### src/rtl/tone_divider.sv
// Programmable square-wave tone generator: tone_out toggles every P enabled cycles.
// A new period offered while running is held pending and takes effect at the next toggle.
module tone_divider #(
  parameter int HALF_W = 19
) (
  input  logic              CLK_50_MHz,
  input  logic              reset,
  input  logic [HALF_W-1:0] period_in,
  input  logic              period_valid,
  output logic              period_ready,
  input  logic              enable,
  output logic              tone_out,
  output logic              edge_tick,
  output logic              busy
);

  typedef enum logic {IDLE = 1'b0, RUN = 1'b1} state_t;

  state_t            state;
  logic [HALF_W-1:0] active;
  logic [HALF_W-1:0] cnt;
  logic [HALF_W-1:0] pend_val;
  logic              pend;
  logic              accept;

  localparam logic [HALF_W-1:0] ONE = HALF_W'(1);

  assign accept       = period_valid && !pend;
  assign period_ready = !pend;
  assign busy         = (state == RUN);

  always_ff @(posedge CLK_50_MHz) begin
    if (reset) begin
      state     <= IDLE;
      active    <= '0;
      cnt       <= '0;
      pend_val  <= '0;
      pend      <= 1'b0;
      tone_out  <= 1'b0;
      edge_tick <= 1'b0;
    end else begin
      edge_tick <= 1'b0;
      if (accept && period_in == '0) begin
        // Mute wins over everything, including a boundary on this edge.
        state    <= IDLE;
        tone_out <= 1'b0;
        cnt      <= '0;
        pend     <= 1'b0;
      end else begin
        case (state)
          IDLE: begin
            if (accept) begin
              active <= period_in;
              cnt    <= period_in - ONE;
              state  <= RUN;
            end
          end
          RUN: begin
            if (enable) begin
              if (cnt == '0) begin
                tone_out  <= ~tone_out;
                edge_tick <= 1'b1;
                if (pend) begin
                  active <= pend_val;
                  cnt    <= pend_val - ONE;
                  pend   <= 1'b0;
                end else begin
                  cnt <= active - ONE;
                end
              end else begin
                cnt <= cnt - ONE;
              end
            end
            // accept implies !pend, so this never collides with the pend clear above.
            if (accept) begin
              pend_val <= period_in;
              pend     <= 1'b1;
            end
          end
          default: state <= IDLE;
        endcase
      end
    end
  end

endmodule
### config.mk
export PLATFORM = sky130hd
export DESIGN_NAME = tone_divider
export DESIGN_NICKNAME = d
export VERILOG_FILES = /design/src/rtl/tone_divider.sv
export SDC_FILE = /design/constraint.sdc
export NUM_CORES = 1
export LEC_CHECK = 0
export ABC_CLOCK_PERIOD_IN_PS = 3400
export BUFFER_PORTS_ARGS = -buffer_cell sky130_fd_sc_hd__buf_2
export CORE_MARGIN = 2
export CORE_UTILIZATION = 50
export DETAILED_ROUTE_END_ITERATION = 10
export HOLD_SLACK_MARGIN = 0.06
export PLACE_DENSITY = 0.68
export SETUP_SLACK_MARGIN = 0.05
export SYNTH_ARGS = -nofsm -noshare
export SYNTH_HDL_FRONTEND = slang
export SYNTH_SLANG_ARGS = --single-unit
### constraint.sdc
create_clock -name CLK_50_MHz -period 3.4 [get_ports CLK_50_MHz]
set_clock_uncertainty 0.05 [all_clocks]
set_input_delay 0.34 -clock CLK_50_MHz [delete_from_list [all_inputs] [get_ports CLK_50_MHz]]
set_output_delay 0.34 -clock CLK_50_MHz [all_outputs]
set_load 0.02 [all_outputs]
==> impl_metrics.yaml, run 1 <==
run_status:
  run_status: "finished clean"
timing:
  maxClockFrequency_mhz: 348
  max_slew_margin_pct: 45.9
  tightestPinTransition_ns: 0.804
  period_needed_ns: 2.87
  report.final.slew_viol_count: 0
  rsz0062_at_grt: "no"
  setup_viol_count_final: 0
  setup-tns-final_ns: 0
  final.period_utilization_pct: 84.6
  final_hold_viol_count: 0
floorplan:
  initial_utilization_pct: 52.4
  dieHeight_um: 88.9
  die_area_sq_um: 7900
  die_w_um: 88.9
  top_level_ports: 27
  design.core.area_sq_um: 6870
  placement_rows: 30
power_and_ir_drop:
  totalPowerFinal_uw: 2050
  p_per_area_nw_per_um2: 509
  vdd_drop_max_mv: 0.216
  pleak_uw: 0.00158
clock_network:
  cts_root_buf: "sky130_fd_sc_hd__clkbuf_8"
  cts_buffers: 9
  clkLatencyLatePin_ns: 0.34
  cts_buffer_depth: 2
  post_cts.resized_instances: 0
  cts.clk_slew.worst_paths_ns: 0.07
  cts_tree: "yes"
  cts_htree_levels: 3
  cts-hold-fix-buffers: 0
  total_number_of_clock_tree_sinks: 61
  cts_setup_buffers: 0
yosys:
  synthesized_net_count: 445
  ys_ff_latch: 61
  yosysWarningCount: 0
  syn_area_per_cell_sq_um: 8.56
  number_of_standard_cells_after_synthesis: 421
  synth_adder_area_share_pct: 0.347
  ys_types: 52
  synthSimpleGateAreaFrac_pct: 19.4
  synth.yosys.seq_area_share_pct: 33.9
  synth.cell_area_sq_um: 3600
  synth_top_family_by_area: "multiplexers"
  synth.mux.area_fraction_pct: 20.7
  synth_xor_xnor_area_share_pct: 1.95
  synth_compound_gate_area_share_pct: 19.5
critical_path:
  critPathSlowestCell: "sky130_fd_sc_hd__dfxtp_1"
  cpPeakStageDelay_ns: 0.54
  ff2ff_path_depth: 8
  critPathKind: "flop to flop"
  crit_required_ns: 3.57
  critical_path_stages: 8
  worstPathBufferInverterCount: 1
  worstSetupEndpointType: "flop"
  cpLargestDelayFamily: "simple AND/OR/NAND/NOR gates"
  highest_net_fanout_along_the_worst_path: 13
  critical_path_arrival_ns: 3.05
  critical_path.startpoint_type: "flop"
  cp_cell_sequence: "buf_4 > mux2_2 > o21bai_1 > nor4_1 > o211ai_1 > or2_2 > a32oi_1 > nand3_1"
layout:
  insertedDiodeCount: 0
  multi_input_area_sq_um: 2230
  layout_commonest_cell: "sky130_fd_sc_hd__mux2i_1"
  fillers: 628
  most-common-layout-cells: "61 x sky130_fd_sc_hd__mux2i_1, 60 x sky130_fd_sc_hd__nor2_1, 60 x sky130_fd_sc_hd__dfxtp_1, 26 x sky130_fd_sc_hd__buf_2, 24 x sky130_fd_sc_hd__a211oi_1"
  drive_gt1_share_pct: 16.9
  final_nets: 463
  layout.area.seq_sq_um: 1220
  area_delta_synth_final_pct: 11.7
worst_hold_path:
  hold_path_class: "primary input to flop"
  worstHoldPathCells: 3
global_route:
  grt_start_max_net_pins: 55
  first_global_vias: 3163
  remaining_global_route_overflow: 0
  grt_use_total_pct: 27.2
  global_route_wire_length_before_repair_mm: 16.2
  antenna_violations_before_repair: 0
routing:
  ant_nets: 0
  viasPerCell: 6.12
  avgRoutedWirePerCell_um: 18.5
  postRouteWirelength_mm: 9.99
  detail_route.drc_violations: 0
  drc_violation_total_after_the_first_tritonroute_iteration: 242
  detailroute.via_count: 3307
  first_pass_iters: 5
place:
  dp_wirelength_mm: 7.14
  gp_congestion: 0.898
  portBuffers: 26
job:
  drv_cap: 0
==> power breakdown <==
group / internal, uW / switching [uW] / total, uW
Sequential: 778 / 56.1 / 834
Clock: 451 / 287 / 738
Combinational: 186 / 289 / 475
==> cells by family after synthesis <==
family | count (synthesis)
and+or+nand+nor | 144
DFF | 61
muxes | 73
adders and majority gates | 1
buffers and inverters | 32
AOI/OAI and AO/OA | 102
xor gates and xnor gates | 8
==> flip-flops by register name, indices dropped and copies added, names as in the netlist <==
register / flops
active: 19
busy: 1
cnt: 19
edge_tick: 1
pend: 1
pend_val: 19
tone_out: 1
==> area by class of cell <==
type	count	area share, %
Inverter	4	0.373
Tap cell	96	2.98
Timing Repair Buffer	35	5.22
Clock inverter	4	1.74
Clock buffer	12	3.85
Multi-Input combinational cell	328	55.5
Sequential cell	61	30.4
==> cells in the mapped netlist, drive strengths merged <==
master | count | share of area (%)
dfxtp | 61 | 34
mux2i | 61 | 17
nor2 | 60 | 6.3
a211oi | 25 | 5.3
o21ai | 25 | 4.0
a21oi | 20 | 2.8
nand2 | 19 | 2.0
buf | 15 | 2.5
clkbuf | 13 | 1.4
nand3 | 13 | 1.8
nor3 | 13 | 1.9
mux2 | 12 | 3.8
nor4 | 10 | 1.7
xnor2 | 7 | 1.7
or4 | 5 | 1.3
a21o | 4 | 0.83
a31oi | 4 | 0.69
inv | 4 | 0.42
nor2b | 4 | 0.69
nor3b | 4 | 0.83
o211ai | 4 | 1.2
o31a | 4 | 0.97
and2 | 3 | 0.52
nand4 | 3 | 0.52
o21a | 3 | 0.63
o31ai | 3 | 0.63
or3 | 3 | 0.52
a41oi | 2 | 0.49
and3 | 2 | 0.35
o22ai | 2 | 0.35
or2 | 2 | 0.35
a221oi | 1 | 0.24
a32oi | 1 | 0.24
ha | 1 | 0.35
nand2b | 1 | 0.17
nand3b | 1 | 0.21
o2111ai | 1 | 0.24
o21ba | 1 | 0.28
o21bai | 1 | 0.21
o221a | 1 | 0.31
or4b | 1 | 0.28
xor2 | 1 | 0.24
==> path summary, 6_finish.rpt <==
path / start / end / slack, ns
max: pend$_SDFFE_PP0P_ / cnt[17]$_SDFFE_PP0P_ / 0.53
max reg2reg: pend$_SDFFE_PP0P_ / cnt[17]$_SDFFE_PP0P_ / 0.53
min: period_in[18] / pend_val[18]$_SDFFE_PP0P_ / 0.23
min reg2reg: cnt[0]$_SDFFE_PP0P_ / cnt[0]$_SDFFE_PP0P_ / 0.43
==> worst min-delay path: cells and delay by family <==
| family | cells | cell delay [ns] |
|---|---|---|
| buffers and inverters | 1 | 0.11 |
| muxes | 1 | 0.06 |
| and+or+nand+nor | 1 | 0.07 |
==> layer usage <==
metal / global-route usage [%] / part of all wire [%] / vias to the layer above
met2: 43.9 / 47 / 153
met5: 0 / 0 / -
li1: - / - / 1592
met3: 7.37 / 7.5 / 34
met4: 13.4 / 3.6 / 0
met1: 33.4 / 42 / 1528
==> through the flow <==
| stage | instance area (sq um) | cells | worst slack [ns] | utilization (%) | hold WS [ns] |
|---|---|---|---|---|---|
| final | 4030 | 540 | 0.525 | 58.6 | 0.229 |
| after global routing | 4030 | 540 | 0.418 | 58.6 | 0.232 |
| after CTS | 4030 | 540 | 0.612 | 58.6 | 0.228 |
| after detailed placement | 3800 | 524 | 0.638 | 55.3 | 0.422 |
| after global placement | 3800 | 524 | 0.635 | 55.3 | 0.415 |
| after floorplan | 3600 | 421 | 0.785 | - | 0.392 |
Note: power is estimated with default switching activity, not from simulation.
==> run 2: changes to the inputs <==
--- a/config.mk
+++ b/config.mk
@@ -5,13 +5,14 @@
 export SDC_FILE = /design/constraint.sdc
 export NUM_CORES = 1
 export LEC_CHECK = 0
-export ABC_CLOCK_PERIOD_IN_PS = 3400
+export ABC_AREA = 1
+export ABC_CLOCK_PERIOD_IN_PS = 2400
 export BUFFER_PORTS_ARGS = -buffer_cell sky130_fd_sc_hd__buf_2
 export CORE_MARGIN = 2
 export CORE_UTILIZATION = 50
 export DETAILED_ROUTE_END_ITERATION = 10
 export HOLD_SLACK_MARGIN = 0.06
-export PLACE_DENSITY = 0.68
+export PLACE_DENSITY = 0.71
 export SETUP_SLACK_MARGIN = 0.05
 export SYNTH_ARGS = -nofsm -noshare
 export SYNTH_HDL_FRONTEND = slang
==> constraint.sdc (replaced) <==
create_clock -name CLK_50_MHz -period 2.4 [get_ports CLK_50_MHz]
set_clock_uncertainty 0.05 [all_clocks]
set_input_delay 0.24 -clock CLK_50_MHz [delete_from_list [all_inputs] [get_ports CLK_50_MHz]]
set_output_delay 0.24 -clock CLK_50_MHz [all_outputs]
set_load 0.02 [all_outputs]
==> run 2 against run 1 <==
Critical path depth up 9. Sequential share of layout area down 2.1 points. Final cell count up 32%. Total power up 43%. Design area up 7.8%. Utilization up 1.2 points. Clock power up 32%. Combinational power up 62%. Critical endpoint is now cnt[16]$_SDFFE_PP0P_. Largest cell class unchanged.
==> impl_metrics.yaml, run 2 <==
global_route:
  antenna_violations_before_repair: 0
  grt_use_total_pct: 25.0
  first_global_vias: 3383
  remaining_global_route_overflow: 0
  global_route_wire_length_before_repair_mm: 16.5
  grt_start_max_net_pins: 39
yosys:
  yosysWarningCount: 0
  synth_top_family_by_area: "simple AND/OR/NAND/NOR gates"
  syn_area_per_cell_sq_um: 6.54
  synthTopCellsByArea: "sky130_fd_sc_hd__dfxtp_1 33%, sky130_fd_sc_hd__nand2_1 12%, sky130_fd_sc_hd__a21oi_1 10%"
  number_of_standard_cells_after_synthesis: 571
  synthesized_net_count: 595
  synth.most_common_cell: "sky130_fd_sc_hd__nand2_1"
  synth.yosys.seq_area_share_pct: 32.7
  synth_xor_xnor_area_share_pct: 0.939
  synth-main-ff-cell: "sky130_fd_sc_hd__dfxtp_1"
  ys_types: 43
  number_of_flops_mapped_to_enable_cells_by_yosys: 0
  area_share_of_the_largest_cell_type_after_synthesis_pct: 32.7
  synth.cell_area_sq_um: 3730
  synthSimpleGateAreaFrac_pct: 33.0
  ys_ff_latch: 61
  yosys-top-cells-count: "124 x sky130_fd_sc_hd__nand2_1, 79 x sky130_fd_sc_hd__inv_1, 77 x sky130_fd_sc_hd__a21oi_1"
  synth_adder_area_share_pct: 0.335
  synth_compound_gate_area_share_pct: 20.0
  ys_async_sr_fraction_pct: 0
  synth_top_cell_by_area: "sky130_fd_sc_hd__dfxtp_1"
  synth.mux.area_fraction_pct: 1.07
routing:
  ant_nets: 0
  drc_violation_total_after_the_first_tritonroute_iteration: 212
  detail_route.drc_violations: 0
  viasPerCell: 5.28
  postRouteWirelength_mm: 10.0
  detailroute.via_count: 3752
  avgRoutedWirePerCell_um: 14.1
  first_pass_iters: 4
clock_network:
  cts_htree_levels: 3
  cts_root_buf: "sky130_fd_sc_hd__clkbuf_8"
  total_number_of_clock_tree_sinks: 61
  cts.clk_slew.worst_paths_ns: 0.07
  cts_buffer_depth: 2
  cts_buffers: 9
  clkLatencyLatePin_ns: 0.35
  cts_tree: "yes"
critical_path:
  critical_path_arrival_ns: 2.46
  critPathKind: "flop to flop"
  setup.worst_path.start: "cnt[0]$_SDFFE_PP0P_"
  crit_required_ns: 2.61
  worst_r2r_startpoint: "cnt[0]$_SDFFE_PP0P_"
  worstSetupEndpointType: "flop"
  highest_net_fanout_along_the_worst_path: 5
  critical_path.startpoint_type: "flop"
layout:
  area_delta_synth_final_pct: 16.3
  final_nets: 631
  drive_gt1_share_pct: 20.9
  layout_commonest_cell: "sky130_fd_sc_hd__nand2_1"
  layout_top_registers: "active x19, cnt x19, pend_val x19"
  most-common-layout-cells: "121 x sky130_fd_sc_hd__nand2_1, 78 x sky130_fd_sc_hd__inv_1, 77 x sky130_fd_sc_hd__a21oi_1, 58 x sky130_fd_sc_hd__dfxtp_1, 50 x sky130_fd_sc_hd__o21ai_0"
  insertedDiodeCount: 0
power_and_ir_drop:
  p_clk_share_pct: 33.4
  pleak_uw: 0.00203
  p_per_area_nw_per_um2: 674
  totalPowerFinal_uw: 2920
  internal_power_uw: 1930
  power_frac_comb_pct: 26.4
  seq_power_share_pct: 40.2
  vdd_drop_max_mv: 0.428
  net_sw_share_pct: 34.0
  power_switching_uw: 994
floorplan:
  design.core.area_sq_um: 7250
  initial_utilization_pct: 51.5
  die_w_um: 90.4
  die_area_sq_um: 8170
  dieHeight_um: 90.4
  top_level_ports: 27
  placement_rows: 31
timing:
  max_slew_margin_pct: 56.2
  final_hold_viol_count: 0
  maxClockFrequency_mhz: 444
  report.final.slew_viol_count: 0
  rsz0062_at_grt: "no"
  setup_viol_count_final: 0
  period_needed_ns: 2.25
  setup-tns-final_ns: 0
  tightestPinTransition_ns: 0.657
  final_critical_path_setup_slack_ns: 0.149
  final.period_utilization_pct: 93.8
worst_hold_path:
  hold_path_class: "primary input to flop"
  min-delay-start: "period_in[11]"
place:
  dp_wirelength_mm: 7.23
  placement.setup.worst_slack_ns: 0.163
  gp_congestion: 0.956
  portBuffers: 26
job:
  drv_cap: 0
run_status:
  run_status: "finished clean"
-- run 2: worst paths after layout --
path	slack (ns)	cells past startpoint	to
worst max-delay path	0.15	17	cnt[16]$_SDFFE_PP0P_
worst min-delay path	0.11	3	pend_val[11]$_SDFFE_PP0P_
worst max register to register	0.15	17	cnt[16]$_SDFFE_PP0P_
worst min register to register	0.43	2	active[12]$_SDFFE_PP0P_
-- run 2: logic make-up (layout without fill, tap and decap cells) --
kind of cell / Yosys count / count (layout)
and+or+nand+nor: 251 / 251
AOI/OAI and AO/OA: 142 / 142
buffers and inverters: 108 / 149
DFF: 61 / 61
xor gates and xnor gates: 4 / 4
muxes: 4 / 4
adders and majority gates: 1 / 1
-- run 2: area by class of cell --
type / count / area [sq um]
clock inverter: 5 / 58.8
timing repair buffer: 50 / 367
sequential: 61 / 1220
inverter: 83 / 315
tap: 99 / 124
clock buffer: 11 / 151
multi-input combinational: 402 / 2100
fill: 707 / 2910
-- run 2: layer usage --
| layer | up-vias | track usage, % | part of all wire (%) |
|---|---|---|---|
| met2 | 111 | 40.0 | 45 |
| met4 | 0 | 9.87 | 2.0 |
| met5 | - | 0 | 0 |
| met1 | 1712 | 34.1 | 48 |
| met3 | 18 | 3.34 | 5.5 |
| li1 | 1911 | - | - |
-- run 2: timing repair --
action | in CTS | in global routing
endpoints found under the setup margin | 0 | 23
buffers inserted | 0 | 7
resized for setup | 0 | 19
hold buffers | 1 | 0
endpoints found under the hold margin | 1 | 0
-- run 2: power by group through the flow --
stage,clock (uW),combinational (uW),sequential (uW)
6_report,977,771,1180
5_1_grt,1030,855,1190
4_1_cts,984,717,1170
3_5_place_dp,0,711,1190
3_3_place_gp,0,706,1190
2_1_floorplan,0,542,1170
-- run 2: worst max-delay path, stage by stage (launching register included) --
cell	delay (ns)
sky130_fd_sc_hd__dfxtp_2	0.35
sky130_fd_sc_hd__or2_4	0.26
sky130_fd_sc_hd__nor2_4	0.16
sky130_fd_sc_hd__buf_6	0.14
sky130_fd_sc_hd__nand2_4	0.06
sky130_fd_sc_hd__nor2_8	0.12
sky130_fd_sc_hd__buf_12	0.12
sky130_fd_sc_hd__nand2_2	0.05
sky130_fd_sc_hd__nand2_2	0.07
sky130_fd_sc_hd__o21bai_4	0.09
sky130_fd_sc_hd__nor2_4	0.16
sky130_fd_sc_hd__nand2_2	0.09
sky130_fd_sc_hd__nor2_2	0.10
sky130_fd_sc_hd__nand2_1	0.06
sky130_fd_sc_hd__nand2_1	0.05
sky130_fd_sc_hd__nand3_1	0.09
sky130_fd_sc_hd__nand2_1	0.08
sky130_fd_sc_hd__inv_1	0.04
-- run 2: metrics by stage --
step / hold WS [ns] / instances / util, % / cell area [sq um]
floorplan: 0.262 / 571 / - / 3730
global placement: 0.368 / 687 / 55.1 / 4000
detailed placement: 0.374 / 687 / 55.1 / 4000
CTS: 0.105 / 704 / 58.2 / 4220
global route: 0.125 / 711 / 59.8 / 4340
finish: 0.110 / 711 / 59.8 / 4340
==> run 3: changes to the inputs <==
==> constraint.sdc (replaced) <==
create_clock -name CLK_50_MHz -period 2.4 [get_ports CLK_50_MHz]
set_clock_uncertainty 0.05 [all_clocks]
set_input_delay 0.12 -clock CLK_50_MHz [delete_from_list [all_inputs] [get_ports CLK_50_MHz]]
set_output_delay 0.12 -clock CLK_50_MHz [all_outputs]
set_load 0.02 [all_outputs]
==> run 3 against run 2 <==
Final cell count increased by 2.8%. Flip-flop and latch count unchanged. Design area increased by 4.8%. Critical endpoint is now cnt[18]$_SDFFE_PP0P_.
==> impl_metrics.yaml, run 3 (synthesis gave the netlist of run 2 again) <==
run_status:
  run_status: "finished clean"
floorplan:
  design.core.area_sq_um: 7250
  initial_utilization_pct: 51.5
  die_area_sq_um: 8170
  top_level_ports: 27
  die_w_um: 90.4
  dieHeight_um: 90.4
  placement_rows: 31
routing:
  postRouteWirelength_mm: 10.5
  avgRoutedWirePerCell_um: 14.4
  ant_nets: 0
  detail_route.drc_violations: 0
  drc_violation_total_after_the_first_tritonroute_iteration: 233
  viasPerCell: 5.31
  first_pass_iters: 5
  detailroute.via_count: 3884
layout:
  most-common-layout-cells: "121 x sky130_fd_sc_hd__nand2_1, 78 x sky130_fd_sc_hd__inv_1, 77 x sky130_fd_sc_hd__a21oi_1, 59 x sky130_fd_sc_hd__dfxtp_1, 51 x sky130_fd_sc_hd__o21ai_0"
  layout_top_registers: "active x19, cnt x19, pend_val x19"
  insertedDiodeCount: 0
  area_delta_synth_final_pct: 21.9
  fin_area_sq_um: 4550
  fillers: 698
  drive_gt1_share_pct: 20.3
  final_nets: 652
  layout_commonest_cell: "sky130_fd_sc_hd__nand2_1"
critical_path:
  cpLargestDelayFamily: "simple AND/OR/NAND/NOR gates"
  crit_required_ns: 2.59
  critical_path_stages: 16
  critical_path.startpoint_type: "flop"
  highest_net_fanout_along_the_worst_path: 6
  ff2ff_path_depth: 16
  cp_cell_sequence: "or2_4 > nor2_4 > buf_6 > nand2_4 > nor2_8 > nand2_2 > nand3_2 > nand2_4 > nor2_4 > nand2_4 > nor2_4 > nand2_1 > nand2_1 > nand3_1 > nand2_1 > inv_1"
  critPathKind: "flop to flop"
  worstSetupEndpointType: "flop"
  worstPathBufferInverterCount: 2
  critPathSlowestCell: "sky130_fd_sc_hd__dfxtp_1"
  cpPeakStageDelay_ns: 0.35
  critical_path_arrival_ns: 2.43
timing:
  setup-tns-final_ns: 0
  report.final.slew_viol_count: 0
  maxClockFrequency_mhz: 447
  final_hold_viol_count: 0
  rsz0062_at_grt: "no"
  final_critical_path_setup_slack_ns: 0.162
  max_slew_margin_pct: 56.2
  period_needed_ns: 2.24
  setup_viol_count_final: 0
  tightestPinTransition_ns: 0.656
  final.period_utilization_pct: 93.3
  hold_ws_ns: 0.0811
global_route:
  antenna_violations_before_repair: 0
  first_global_vias: 3600
  grt_use_total_pct: 25.7
  remaining_global_route_overflow: 0
  grt_start_max_net_pins: 39
  global_route_wire_length_before_repair_mm: 17.0
power_and_ir_drop:
  net_sw_share_pct: 32.3
  p_clk_share_pct: 35.5
  seq_power_share_pct: 38.4
  power_frac_comb_pct: 26.1
  power_switching_uw: 989
  p_per_area_nw_per_um2: 673
  vdd_drop_max_mv: 0.459
  pleak_uw: 0.00212
  internal_power_uw: 2070
clock_network:
  cts_root_buf: "sky130_fd_sc_hd__clkbuf_8"
  cts_buffers: 9
  cts_htree_levels: 3
  cts.clk_slew.worst_paths_ns: 0.07
  total_number_of_clock_tree_sinks: 61
  clkLatencyLatePin_ns: 0.34
  cts_tree: "yes"
  cts_buffer_depth: 2
place:
  gp_congestion: 0.923
  portBuffers: 26
  placedInstanceArea_sq_um: 3990
  dp_wirelength_mm: 7.25
  placement.setup.worst_slack_ns: 0.109
job:
  drv_cap: 0
worst_hold_path:
  hold_path_class: "primary input to flop"
  worstHoldPathCells: 3
## run 3: changes by cell type in the layout (fill, tap and decap cells not counted), moves of 2 or more
cell	delta
sky130_fd_sc_hd__buf_12	-2
sky130_fd_sc_hd__buf_4	+3
sky130_fd_sc_hd__dlygate4sd3_1	+18
sky130_fd_sc_hd__nor2_1	+2
sky130_fd_sc_hd__nor2_2	-3
sky130_fd_sc_hd__nor2_4	+2
## run 3: tightest hold or removal path: cells and delay by family
family	cells	cell delay [ns]
compound gates	1	0.09
buf+inv	2	0.20
## run 3: layout make-up
| class | instances | area [sq um] | area share, % |
|---|---|---|---|
| clock buffer | 12 | 165 | 3.63 |
| multi-input combinational | 403 | 2120 | 46.5 |
| inverter | 83 | 315 | 6.93 |
| timing repair buffer | 69 | 529 | 11.6 |
| tap | 99 | 124 | 2.72 |
| sequential | 61 | 1220 | 26.9 |
| clock inverter | 3 | 67.6 | 1.49 |
| timing repair inverter | 1 | 7.51 | 0.165 |
## run 3: per-layer routing
layer	GRT usage, %	up-vias	part of all wire, %
met4	10.4	0	2.4
met5	0	-	0
li1	-	1946	-
met1	34.6	1787	46
met3	3.42	24	5.8
met2	41.8	127	45
## run 3: repair_timing
| item | in CTS | in global routing |
|---|---|---|
| hold endpoints to repair | 19 | 0 |
| endpoints found under the setup margin | 0 | 27 |
| hold buffers | 19 | 0 |
| buffers inserted | 0 | 9 |
| gates resized for setup | 0 | 16 |
## run 3: worst paths after layout
check / slack (ns) / end / from
worst min-delay path: 0.08 / pend_val[4]$_SDFFE_PP0P_ / period_in[4]
worst max-delay path: 0.16 / cnt[18]$_SDFFE_PP0P_ / cnt[0]$_SDFFE_PP0P_
worst min register to register: 0.42 / pend_val[14]$_SDFFE_PP0P_ / pend_val[14]$_SDFFE_PP0P_
worst max register to register: 0.16 / cnt[18]$_SDFFE_PP0P_ / cnt[0]$_SDFFE_PP0P_
## run 3: power groups by stage
| stage | logic, uW | registers [uW] | clock network [uW] |
|---|---|---|---|
| after detailed placement | 712 | 1190 | 0 |
| after global routing | 884 | 1190 | 1140 |
| after CTS | 738 | 1170 | 1090 |
| final | 798 | 1180 | 1090 |
| after global placement | 704 | 1190 | 0 |
| after floorplan | 542 | 1170 | 0 |
## run 3: stage by stage
stage          instances  util [%]  power, uW
2_1_floorplan        571         -       1720
3_3_place_gp         686      55.0       1890
3_5_place_dp         686      55.0       1910
4_1_cts              720      60.9       3000
5_1_grt              731      62.7       3220
6_report             731      62.7       3060
